==> config.mk <==
export PLATFORM = sky130hd
export DESIGN_NAME = riscv_imem_ctrl
export DESIGN_NICKNAME = d
export VERILOG_FILES = /design/src/rtl/riscv_opcodes_pkg.sv /design/src/rtl/riscv_state_pkg.sv /design/src/rtl/riscv_imem_fifo.sv /design/src/rtl/riscv_imem_ctrl.sv
export SDC_FILE = /design/constraint.sdc
export NUM_CORES = 1
export LEC_CHECK = 0
export BUFFER_PORTS_ARGS = -buffer_cell sky130_fd_sc_hd__buf_2
export CAP_MARGIN = 20
export CORE_ASPECT_RATIO = 1.75
export CORE_MARGIN = 2
export CORE_UTILIZATION = 35
export CTS_BUF_LIST = sky130_fd_sc_hd__clkbuf_8
export CTS_CLUSTER_SIZE = 30
export DETAILED_ROUTE_END_ITERATION = 10
export GPL_TIMING_DRIVEN = 0
export HOLD_SLACK_MARGIN = 0.02
export PLACE_DENSITY = 0.53
export SETUP_SLACK_MARGIN = 0.15
export SLEW_MARGIN = 20
export SYNTH_ARGS = -nofsm -noshare
export SYNTH_HDL_FRONTEND = slang
export SYNTH_SLANG_ARGS = --single-unit
==> constraint.sdc <==
create_clock -name clk -period 16.7 [get_ports clk]
set_input_delay 1.67 -clock clk [delete_from_list [all_inputs] [get_ports clk]]
set_output_delay 1.67 -clock clk [all_outputs]
set_load 0.02 [all_outputs]
==> src/rtl/riscv_opcodes_pkg.sv <==
// Instruction encodings shared by the RISC-V front-end blocks.
package riscv_opcodes_pkg;

  // addi x0, x0, 0
  localparam logic [31:0] INSTR_NOP = 32'h0000_0013;

endpackage

==> src/rtl/riscv_state_pkg.sv <==
// Shared FSM state encodings for the RISC-V front-end blocks.
package riscv_state_pkg;

  typedef enum logic [1:0] {
    RUN   = 2'd0,
    DRAIN = 2'd1,
    FAULT = 2'd2
  } imem_state_e;

endpackage

==> src/rtl/riscv_imem_fifo.sv <==
// Small synchronous FIFO with a clear input; the head entry is presented
// combinationally on o_dout.
module riscv_imem_fifo #(
  parameter int WIDTH = 32,
  parameter int DEPTH = 2
) (
  input  logic                   clk,
  input  logic                   rstn,
  input  logic                   i_push,
  input  logic                   i_pop,
  input  logic                   i_clear,
  input  logic [WIDTH-1:0]       i_din,
  output logic [WIDTH-1:0]       o_dout,
  output logic                   o_empty,
  output logic                   o_full,
  output logic [$clog2(DEPTH):0] o_count
);

  localparam int AW = $clog2(DEPTH);

  logic [WIDTH-1:0] r_mem [DEPTH];
  logic [AW-1:0]    r_wr_ptr;
  logic [AW-1:0]    r_rd_ptr;
  logic [AW:0]      r_count;

  // Pointers wrap naturally because DEPTH is a power of two.
  always_ff @(posedge clk or negedge rstn) begin
    if (!rstn) begin
      r_wr_ptr <= '0;
      r_rd_ptr <= '0;
      r_count  <= '0;
    end else if (i_clear) begin
      r_wr_ptr <= '0;
      r_rd_ptr <= '0;
      r_count  <= '0;
    end else begin
      if (i_push) r_wr_ptr <= r_wr_ptr + AW'(1);
      if (i_pop)  r_rd_ptr <= r_rd_ptr + AW'(1);
      case ({i_push, i_pop})
        2'b10:   r_count <= r_count + (AW+1)'(1);
        2'b01:   r_count <= r_count - (AW+1)'(1);
        default: r_count <= r_count;
      endcase
    end
  end

  always_ff @(posedge clk) begin
    if (i_push && !i_clear) r_mem[r_wr_ptr] <= i_din;
  end

  assign o_dout  = r_mem[r_rd_ptr];
  assign o_empty = (r_count == '0);
  assign o_full  = (r_count == (AW+1)'(DEPTH));
  assign o_count = r_count;

endmodule

==> src/rtl/riscv_imem_ctrl.sv <==
// Instruction-memory access controller: issues pipelined fetch requests,
// buffers returned parcels with PC and fault flags, and drops flushed responses.
module riscv_imem_ctrl
  import riscv_state_pkg::*;
  import riscv_opcodes_pkg::*;
#(
  parameter int XLEN        = 32,
  parameter int PARCEL_SIZE = 32,
  parameter int DEPTH       = 2
) (
  input  logic                      clk,
  input  logic                      rstn,
  input  logic [XLEN-1:0]           if_nxt_pc,
  input  logic                      if_stall,
  input  logic                      if_flush,
  output logic                      if_stall_nxt_pc,
  output logic [PARCEL_SIZE-1:0]    if_parcel,
  output logic [XLEN-1:0]           if_parcel_pc,
  output logic [PARCEL_SIZE/16-1:0] if_parcel_valid,
  output logic                      if_parcel_misaligned,
  output logic                      if_parcel_page_fault,
  output logic                      imem_req,
  output logic [XLEN-1:0]           imem_adr,
  input  logic                      imem_ack,
  input  logic                      imem_rvalid,
  input  logic [PARCEL_SIZE-1:0]    imem_q,
  input  logic                      imem_err
);

  localparam int CW = $clog2(DEPTH) + 1;
  localparam int BW = PARCEL_SIZE + XLEN + 2;
  localparam logic [PARCEL_SIZE-1:0] NOP_PARCEL = PARCEL_SIZE'(INSTR_NOP);

  imem_state_e r_state;
  imem_state_e w_state_nxt;
  logic [CW-1:0] r_discard;
  logic [CW-1:0] w_discard_nxt;
  logic          r_live;

  logic [CW-1:0]    w_aq_count;
  logic [CW-1:0]    w_pb_count;
  logic             w_aq_empty;
  logic             w_aq_full;
  logic             w_pb_empty;
  logic             w_pb_full;
  logic [XLEN-1:0]  w_aq_head;
  logic [BW-1:0]    w_pb_din;
  logic [BW-1:0]    w_pb_head;

  logic             w_aligned;
  logic [CW:0]      w_inflight;
  logic             w_credit;
  logic             w_req;
  logic             w_accept;
  logic             w_resp;
  logic             w_inject;
  logic             w_pb_push;
  logic             w_pb_pop;
  logic [CW-1:0]    w_flush_total;
  logic [CW-1:0]    w_flush_load;

  // Holds off requests until the first clock edge after reset release.
  always_ff @(posedge clk or negedge rstn) begin
    if (!rstn) r_live <= 1'b0;
    else       r_live <= 1'b1;
  end

  always_ff @(posedge clk or negedge rstn) begin
    if (!rstn) begin
      r_state   <= RUN;
      r_discard <= '0;
    end else begin
      r_state   <= w_state_nxt;
      r_discard <= w_discard_nxt;
    end
  end

  assign w_aligned     = (if_nxt_pc[1:0] == 2'b00);
  assign w_inflight    = {1'b0, w_aq_count} + {1'b0, w_pb_count};
  assign w_credit      = r_live & ~w_pb_full & ~w_aq_full & (w_inflight < (CW+1)'(DEPTH));
  assign w_flush_total = w_aq_count + r_discard;
  assign w_flush_load  = (imem_rvalid && (w_flush_total != '0)) ? w_flush_total - CW'(1)
                                                                : w_flush_total;

  // Only one of address-queue count and discard is non-zero at a time, so their
  // sum is the number of responses still owed by the memory on a flush.
  always_comb begin
    w_state_nxt   = r_state;
    w_discard_nxt = r_discard;
    w_req         = 1'b0;
    w_resp        = 1'b0;
    w_inject      = 1'b0;
    case (r_state)
      RUN: begin
        w_req  = w_credit & ~if_flush & w_aligned;
        w_resp = imem_rvalid & ~if_flush;
        if (!if_flush && !w_aligned && w_aq_empty && w_credit) begin
          w_inject    = 1'b1;
          w_state_nxt = FAULT;
        end
      end
      FAULT: begin
        w_resp = imem_rvalid & ~if_flush;
      end
      DRAIN: begin
        if (imem_rvalid && (r_discard != '0)) w_discard_nxt = r_discard - CW'(1);
        if (w_discard_nxt == '0) w_state_nxt = RUN;
      end
      default: w_state_nxt = RUN;
    endcase
    if (if_flush) begin
      w_discard_nxt = w_flush_load;
      w_state_nxt   = (w_flush_load != '0) ? DRAIN : RUN;
    end
  end

  assign w_accept  = w_req & imem_ack;
  assign w_pb_push = w_resp | w_inject;
  assign w_pb_pop  = ~w_pb_empty & ~if_stall;
  assign w_pb_din  = w_inject ? {NOP_PARCEL, if_nxt_pc, 1'b1, 1'b0}
                              : {imem_q, w_aq_head, 1'b0, imem_err};

  riscv_imem_fifo #(
    .WIDTH (XLEN),
    .DEPTH (DEPTH)
  ) u_addr_q (
    .clk     (clk),
    .rstn    (rstn),
    .i_push  (w_accept),
    .i_pop   (w_resp),
    .i_clear (if_flush),
    .i_din   (if_nxt_pc),
    .o_dout  (w_aq_head),
    .o_empty (w_aq_empty),
    .o_full  (w_aq_full),
    .o_count (w_aq_count)
  );

  riscv_imem_fifo #(
    .WIDTH (BW),
    .DEPTH (DEPTH)
  ) u_pbuf (
    .clk     (clk),
    .rstn    (rstn),
    .i_push  (w_pb_push),
    .i_pop   (w_pb_pop),
    .i_clear (if_flush),
    .i_din   (w_pb_din),
    .o_dout  (w_pb_head),
    .o_empty (w_pb_empty),
    .o_full  (w_pb_full),
    .o_count (w_pb_count)
  );

  assign imem_req             = w_req;
  assign imem_adr             = if_nxt_pc;
  assign if_stall_nxt_pc      = ~w_accept;
  assign if_parcel            = w_pb_empty ? NOP_PARCEL : w_pb_head[BW-1 -: PARCEL_SIZE];
  assign if_parcel_pc         = w_pb_empty ? '0 : w_pb_head[XLEN+1:2];
  assign if_parcel_misaligned = ~w_pb_empty & w_pb_head[1];
  assign if_parcel_page_fault = ~w_pb_empty & w_pb_head[0];
  assign if_parcel_valid      = {(PARCEL_SIZE/16){~w_pb_empty}};

endmodule
* Yosys cells after proc, flatten, opt, wreduce, memory -nomap -nowiden
Memories as Yosys holds them, arrays and structs flattened. Index checks and enable logic that the tools add are counted.
Cells by class: add/subtract/negate cells 12, order comparisons 1, equal/unequal tests 11, mux-type cells 33, bitwise operators 17, reduce and logical (&&, ||, !) cells 26
Operators by type and width (count):
- $mux 66 | 1
- $mux 32 | 2
- $mux 2 | 10
- $mux 1 | 17
- $reduce_bool 2->1 | 8
- $and 1x1->1 | 10
- $eq 2x2->1 const B | 5
- $logic_not 2->1 | 5
- $pmux 2 s2 | 2
- $sub 2x1->2 const B | 4
- $logic_and 1x1->1 | 7
- $eq 2x1->1 const B | 3
- $ne 3x3->1 const B | 2
- $not 1->1 | 6
- $pmux 2 s3 | 1
- $reduce_bool 3->1 | 2
- $add 1x1->1 const B | 4
- $add 2x1->2 const B | 2
- $add 2x2->3 | 1
- $lt 3x2->1 const B | 1
- $reduce_and 3->1 | 1
- $add 2x2->2 | 1
- $logic_not 1->1 | 2
- $ne 2x2->1 const B | 1
- 2 further kinds | 2
Storage, ports and cells: register bits after elaboration 13, memory bits (writable) 196, bits of input ports 71, output and inout port bits 102, word-level logic and storage cells 111, memories 2
Memory list:
- u_pbuf.r_mem | words 2, bits a word 66, rd ports 1, clocked after memory_dff 0, write ports 1, line riscv_imem_fifo.sv:21 | logic [WIDTH-1:0] r_mem [DEPTH];
- u_addr_q.r_mem | words 2, bits a word 32, rd ports 1, clocked after memory_dff 0, write ports 1, line riscv_imem_fifo.sv:21

* Depth between registers and ports, before layout
depth in word-level cells 12, mapped depth 11, gate-level depth less buffers 8

* By module
From an unflattened synthesis, not the netlist that was laid out.
Second synthesis, totals: cells, all modules 573, area total of the unflattened synthesis 9630.5 um2
By module, submodules not included:
- riscv_imem_fifo at u_pbuf | instances 1, cells each 226, area each 5084.9 um2, seq. area each 4063.9 um2
- riscv_imem_fifo at u_addr_q | instances 1, cells each 120, area each 2648.8 um2, seq. area each 2021.9 um2
- riscv_imem_ctrl | instances 1, cells each 227, area each 1896.8 um2, seq. area each 125.1 um2

* Least setup slack after synthesis
Ideal clock, no wire load.
kind input to register, start input port if_flush, end memory u_pbuf.r_mem[0][0] in the netlist's numbering, enable pin, setup time 0.513 ns, arrival 5.939 ns, required time 16.187 ns, path slack 10.247 ns, stages on the path 5, path buffers 1, cell sequence nor2_1 > o2111ai_2 > or4_4 > buf_6 > a21oi_1
Between the ends: longest elaborated chain between the ends 10, elaborated cells on any way between the ends 13, classes of those cells 5 x mux; 3 x bitwise; 5 x reduce/logical
RTL lines:
- start, declared | line riscv_imem_ctrl.sv:15 | input logic if_flush,
- $logic_not 1->1 | line riscv_imem_fifo.sv:48, riscv_imem_ctrl.sv:97
- $logic_and 1x1->1 (3 in a row) | line riscv_imem_ctrl.sv:97 | if (!if_flush && !w_aligned && w_aq_empty && w_credit) begin
- $mux 1 | line riscv_imem_ctrl.sv:97
- $mux 1 | line riscv_imem_ctrl.sv:93 | case (r_state)
- $or 1x1->1 | line riscv_imem_ctrl.sv:118 | assign w_pb_push = w_resp | w_inject;
- $logic_and 1x1->1 * | line riscv_imem_fifo.sv:48 | if (i_push && !i_clear) r_mem[r_wr_ptr] <= i_din;
- $mux 1 * | line riscv_imem_fifo.sv:48
- $mux 1 (implied by the code) * | line riscv_imem_fifo.sv:48
- end, declared | line riscv_imem_fifo.sv:21
Every way passes the cells marked *; elsewhere a longest branch is shown, timed or not.

* Worst setup path after layout
start input port if_nxt_pc[0], end output port if_stall_nxt_pc
Between the ends: longest elaborated chain between the ends 5
RTL lines:
- start, declared | line riscv_imem_ctrl.sv:13 | input logic [XLEN-1:0] if_nxt_pc,
- $logic_not 2->1 | line riscv_imem_ctrl.sv:78 | assign w_aligned = (if_nxt_pc[1:0] == 2'b00);
- $and 1x1->1 | line riscv_imem_ctrl.sv:95 | w_req = w_credit & ~if_flush & w_aligned;
- $mux 1 | line riscv_imem_ctrl.sv:93
- $and 1x1->1 | line riscv_imem_ctrl.sv:117 | assign w_accept = w_req & imem_ack;
- $not 1->1 | line riscv_imem_ctrl.sv:157 | assign if_stall_nxt_pc = ~w_accept;
- end, declared | line riscv_imem_ctrl.sv:16 | output logic if_stall_nxt_pc,
Every way passes these cells.

==> flow_metrics.py <==
metrics = {
    "run_status": {
        "status": "completed",
    },
    "global_routing": {
        "met1_usage": 0.152,
        "antenna_found_initial": 1,
        "grt.busiest_layer": "met2",
        "grtUsageMet2": 0.278,
        "use_met3": 0.0234,
        "grt_remaining_overflow": 0,
        "grt_pass1_wl_mm": 30.2,
        "grt_pass1_vias": 5599,
        "grt_max_degree": 44,
        "grtUsageTotal": 0.144,
    },
    "floorplanning": {
        "die_area_mm2": 0.0268,
        "pin_count": 173,
        "fp.dieH_um": 215,
        "die_x_um": 125,
        "start_util": 0.355,
        "core_mm2": 0.0251,
        "rows": 77,
    },
    "power": {
        "clockPowerShare": 0.285,
        "peakVddDrop_mv": 0.0777,
        "power.density_mw_per_mm2": 130,
        "seqPwrFrac": 0.474,
        "p_int_uw": 1010,
        "p_switching_uw": 418,
        "p_leak_uw": 0.00411,
        "p_comb_frac": 0.241,
        "swShare": 0.292,
    },
    "synth": {
        "synth_edf_count": 196,
        "syn-num-nets": 694,
        "ys.flop_type": "edfxtp_1",
        "synthArstFlopShare": 0.0622,
        "syn_avg_cell_area_um2": 14.4,
        "synth.distinct_cells": 45,
        "synthCells": 619,
        "synth_seq_area_share": 0.696,
        "syn_area_mm2": 0.00892,
        "ys_seq_elements": 209,
        "yosysWarnings": 0,
    },
    "timing": {
        "hold_viol": 0,
        "fin_crit_ns": 4.59,
        "drv_slew": 0,
        "clock_skew_ns": 0.0133,
        "relSlewSlack": 0.375,
        "rsz0062_at_grt": "no",
        "worst_pin_slew_ns": 0.937,
        "tns_ns": 0,
        "fmax_mhz": 218,
        "setup_viol": 0,
        "min_period_over_period": 0.275,
    },
    "critical_path": {
        "cp_max_fo": 6,
        "slowest_delay_ns": 0.27,
        "rr_endpoint": "u_pbuf.r_mem[0][40]$_DFFE_PP_",
        "cp-end-kind": "output pin",
        "crit_required_ns": 15.03,
        "startpoint": "if_nxt_pc[0]",
        "crit_family": "simple AND/OR/NAND/NOR gates",
        "cp_num_cells": 6,
        "cp_num_buf_inv": 2,
        "worstPathCellList": "buf_2 -> nor2_1 -> and2_1 -> o211a_1 -> nand3_1 -> buf_2",
        "r2r_slack_ns": 12.94,
        "crit_slowest_cell": "buf_2",
        "critPathCapture": "if_stall_nxt_pc",
        "cp-start-kind": "input pin",
        "crit_type": "in -> out",
        "cpMostUsedCell": "buf_2",
        "arrival_ns": 2.92,
        "reg2reg_depth": 10,
        "reg2reg_from": "u_pbuf.o_count[0]$_DFFE_PN0P_",
    },
    "run": {
        "drv_cap": 0,
    },
    "drt": {
        "drc": 0,
        "wl_per_cell_um": 16.7,
        "vias_per_cell": 4.63,
        "antenna_left": 0,
        "num_vias": 5424,
        "firstDrtPassIters": 4,
        "drt_iter0_drc": 296,
        "routed_wl_mm": 19.6,
    },
    "finish": {
        "nNetsFinal": 906,
        "drive_gt1_frac": 0.316,
        "layout_common_cells": "edfxtp_1, buf_2, mux2i_1, nor2_1, nand2_1",
        "fin_area_mm2": 0.0110,
        "synthToLayoutAreaGrowth_pct": 23.4,
        "final_common_cell": "edfxtp_1",
    },
    "placement": {
        "gp_congestion": 0.761,
        "port_buffers": 172,
        "post-dp-hpwl_mm": 13.9,
        "placed_cell_area_mm2": 0.0104,
    },
    "clock_network": {
        "cts_buffers": 31,
        "root_buffer": "clkbuf_8",
        "cts-hold-fix-buffers": 0,
        "cts_resized": 0,
        "clkSlewWorstSetupHoldPaths_ns": 0.07,
        "clk_latency_ns": 0.57,
        "cts_tree": "yes",
        "cts_sinks": 209,
        "cts_max_level": 1,
        "post-cts-setup-buffer-count": 0,
        "cts_buffer_depth": 3,
    },
    "hold_path": {
        "hp-class": "reg -> reg",
    },
}
-- Yosys cell counts, types with 2 or more instances --
cell	count	area (µm²)
dfrtp_1	13	325
a21oi_1	8	40.0
edfxtp_1	196	5890
a311o_1	3	30.0
mux2i_1	98	981
nand2_1	39	146
and3_1	4	25.0
nor2_1	74	278
nor2b_1	4	25.0
clkbuf_1	16	60.1
ha_1	3	37.5
nand2b_1	3	18.8
buf_6	2	22.5
inv_1	8	30.0
o21ai_1	7	35.0
and2_1	33	206
nand3_1	3	15.0
buf_4	37	278
clkbuf_2	2	10.0
or2b_1	2	15.0
buf_1	7	26.3
o21ai_0	30	150
nor3_1	2	10.0
xnor2_1	4	35.0
-- registers in the layout (all words and copies together), names as in the netlist --
name and cells:
r_discard 2, u_addr_q.r_mem 64, u_addr_q.r_wr_ptr 1, u_addr_q.r_rd_ptr 1, u_pbuf.r_rd_ptr 1, u_addr_q.o_count 2, u_pbuf.r_mem 132, r_live 1
u_pbuf.r_wr_ptr 1, u_pbuf.o_count 2, r_state 2
-- layout make-up --
class,instances,area [µm²]
fillers,2360,14100
multi-input cells,336,2310
clock inverters,26,181
diodes,1,2.50
flip-flops and latches,209,6210
repair buffers,179,1050
clock buffers,31,427
well taps,316,395
inverters,9,33.8
plain buffers,65,402
-- how the worst min path moves through the flow --
stage,start,endpoint,slack (ns),cells after the start
after floorplan,u_addr_q.r_wr_ptr$_DFFE_PN0P_,u_addr_q.r_wr_ptr$_DFFE_PN0P_,0.48,1
after global placement,u_addr_q.r_wr_ptr$_DFFE_PN0P_,u_addr_q.r_wr_ptr$_DFFE_PN0P_,0.50,1
after detailed placement,r_discard[0]$_DFFE_PN0P_,r_discard[0]$_DFFE_PN0P_,0.57,1
after CTS,r_discard[0]$_DFFE_PN0P_,r_discard[0]$_DFFE_PN0P_,0.59,1
after global routing,r_state[0]$_DFFE_PN0P_,r_state[1]$_DFFE_PN0P_,0.62,2
final,r_discard[0]$_DFFE_PN0P_,r_discard[0]$_DFFE_PN0P_,0.58,1
-- layer usage --
layer | vias up | part of all wire
li1 | 2639 | -
met4 | 0 | 0.027
met1 | 2612 | 0.37
met5 | - | 0
met2 | 139 | 0.56
met3 | 34 | 0.045
-- kinds of logic (layout without fill, tap and decap cells) --
kind of cell | Yosys count | after routing | synth area share
AOI/OAI and AO/OA | 58 | 58 | 0.0401
DFF | 209 | 209 | 0.696
and+or+nand+nor | 168 | 168 | 0.0883
buffers and inverters | 74 | 310 | 0.0488
adders and majority gates | 4 | 4 | 0.00645
other | 1 | 2 | 0.000420
muxes | 99 | 99 | 0.112
xor gates and xnor gates | 6 | 6 | 0.00743
-- metrics by stage --
step	setup WS [ns]	instances	hold WS, ns	power (µW)	utilization
finish	12.11	1172	0.584	1430	0.438
global route	11.87	1172	0.615	1510	0.438
detailed placement	12.11	1114	0.574	1040	0.414
CTS	11.97	1171	0.589	1460	0.438
global placement	7.41	1107	0.501	1030	0.405
floorplan	10.25	619	0.484	918	-
-- power by group through the flow --
stage	Combinational [µW]	Clock, µW	Sequential [µW]
after floorplan	227	0	691
after global placement	327	0	699
after detailed placement	354	0	690
after CTS	355	426	679
after global routing	381	443	685
final	344	408	679
Power figures use the tool's default switching activity.
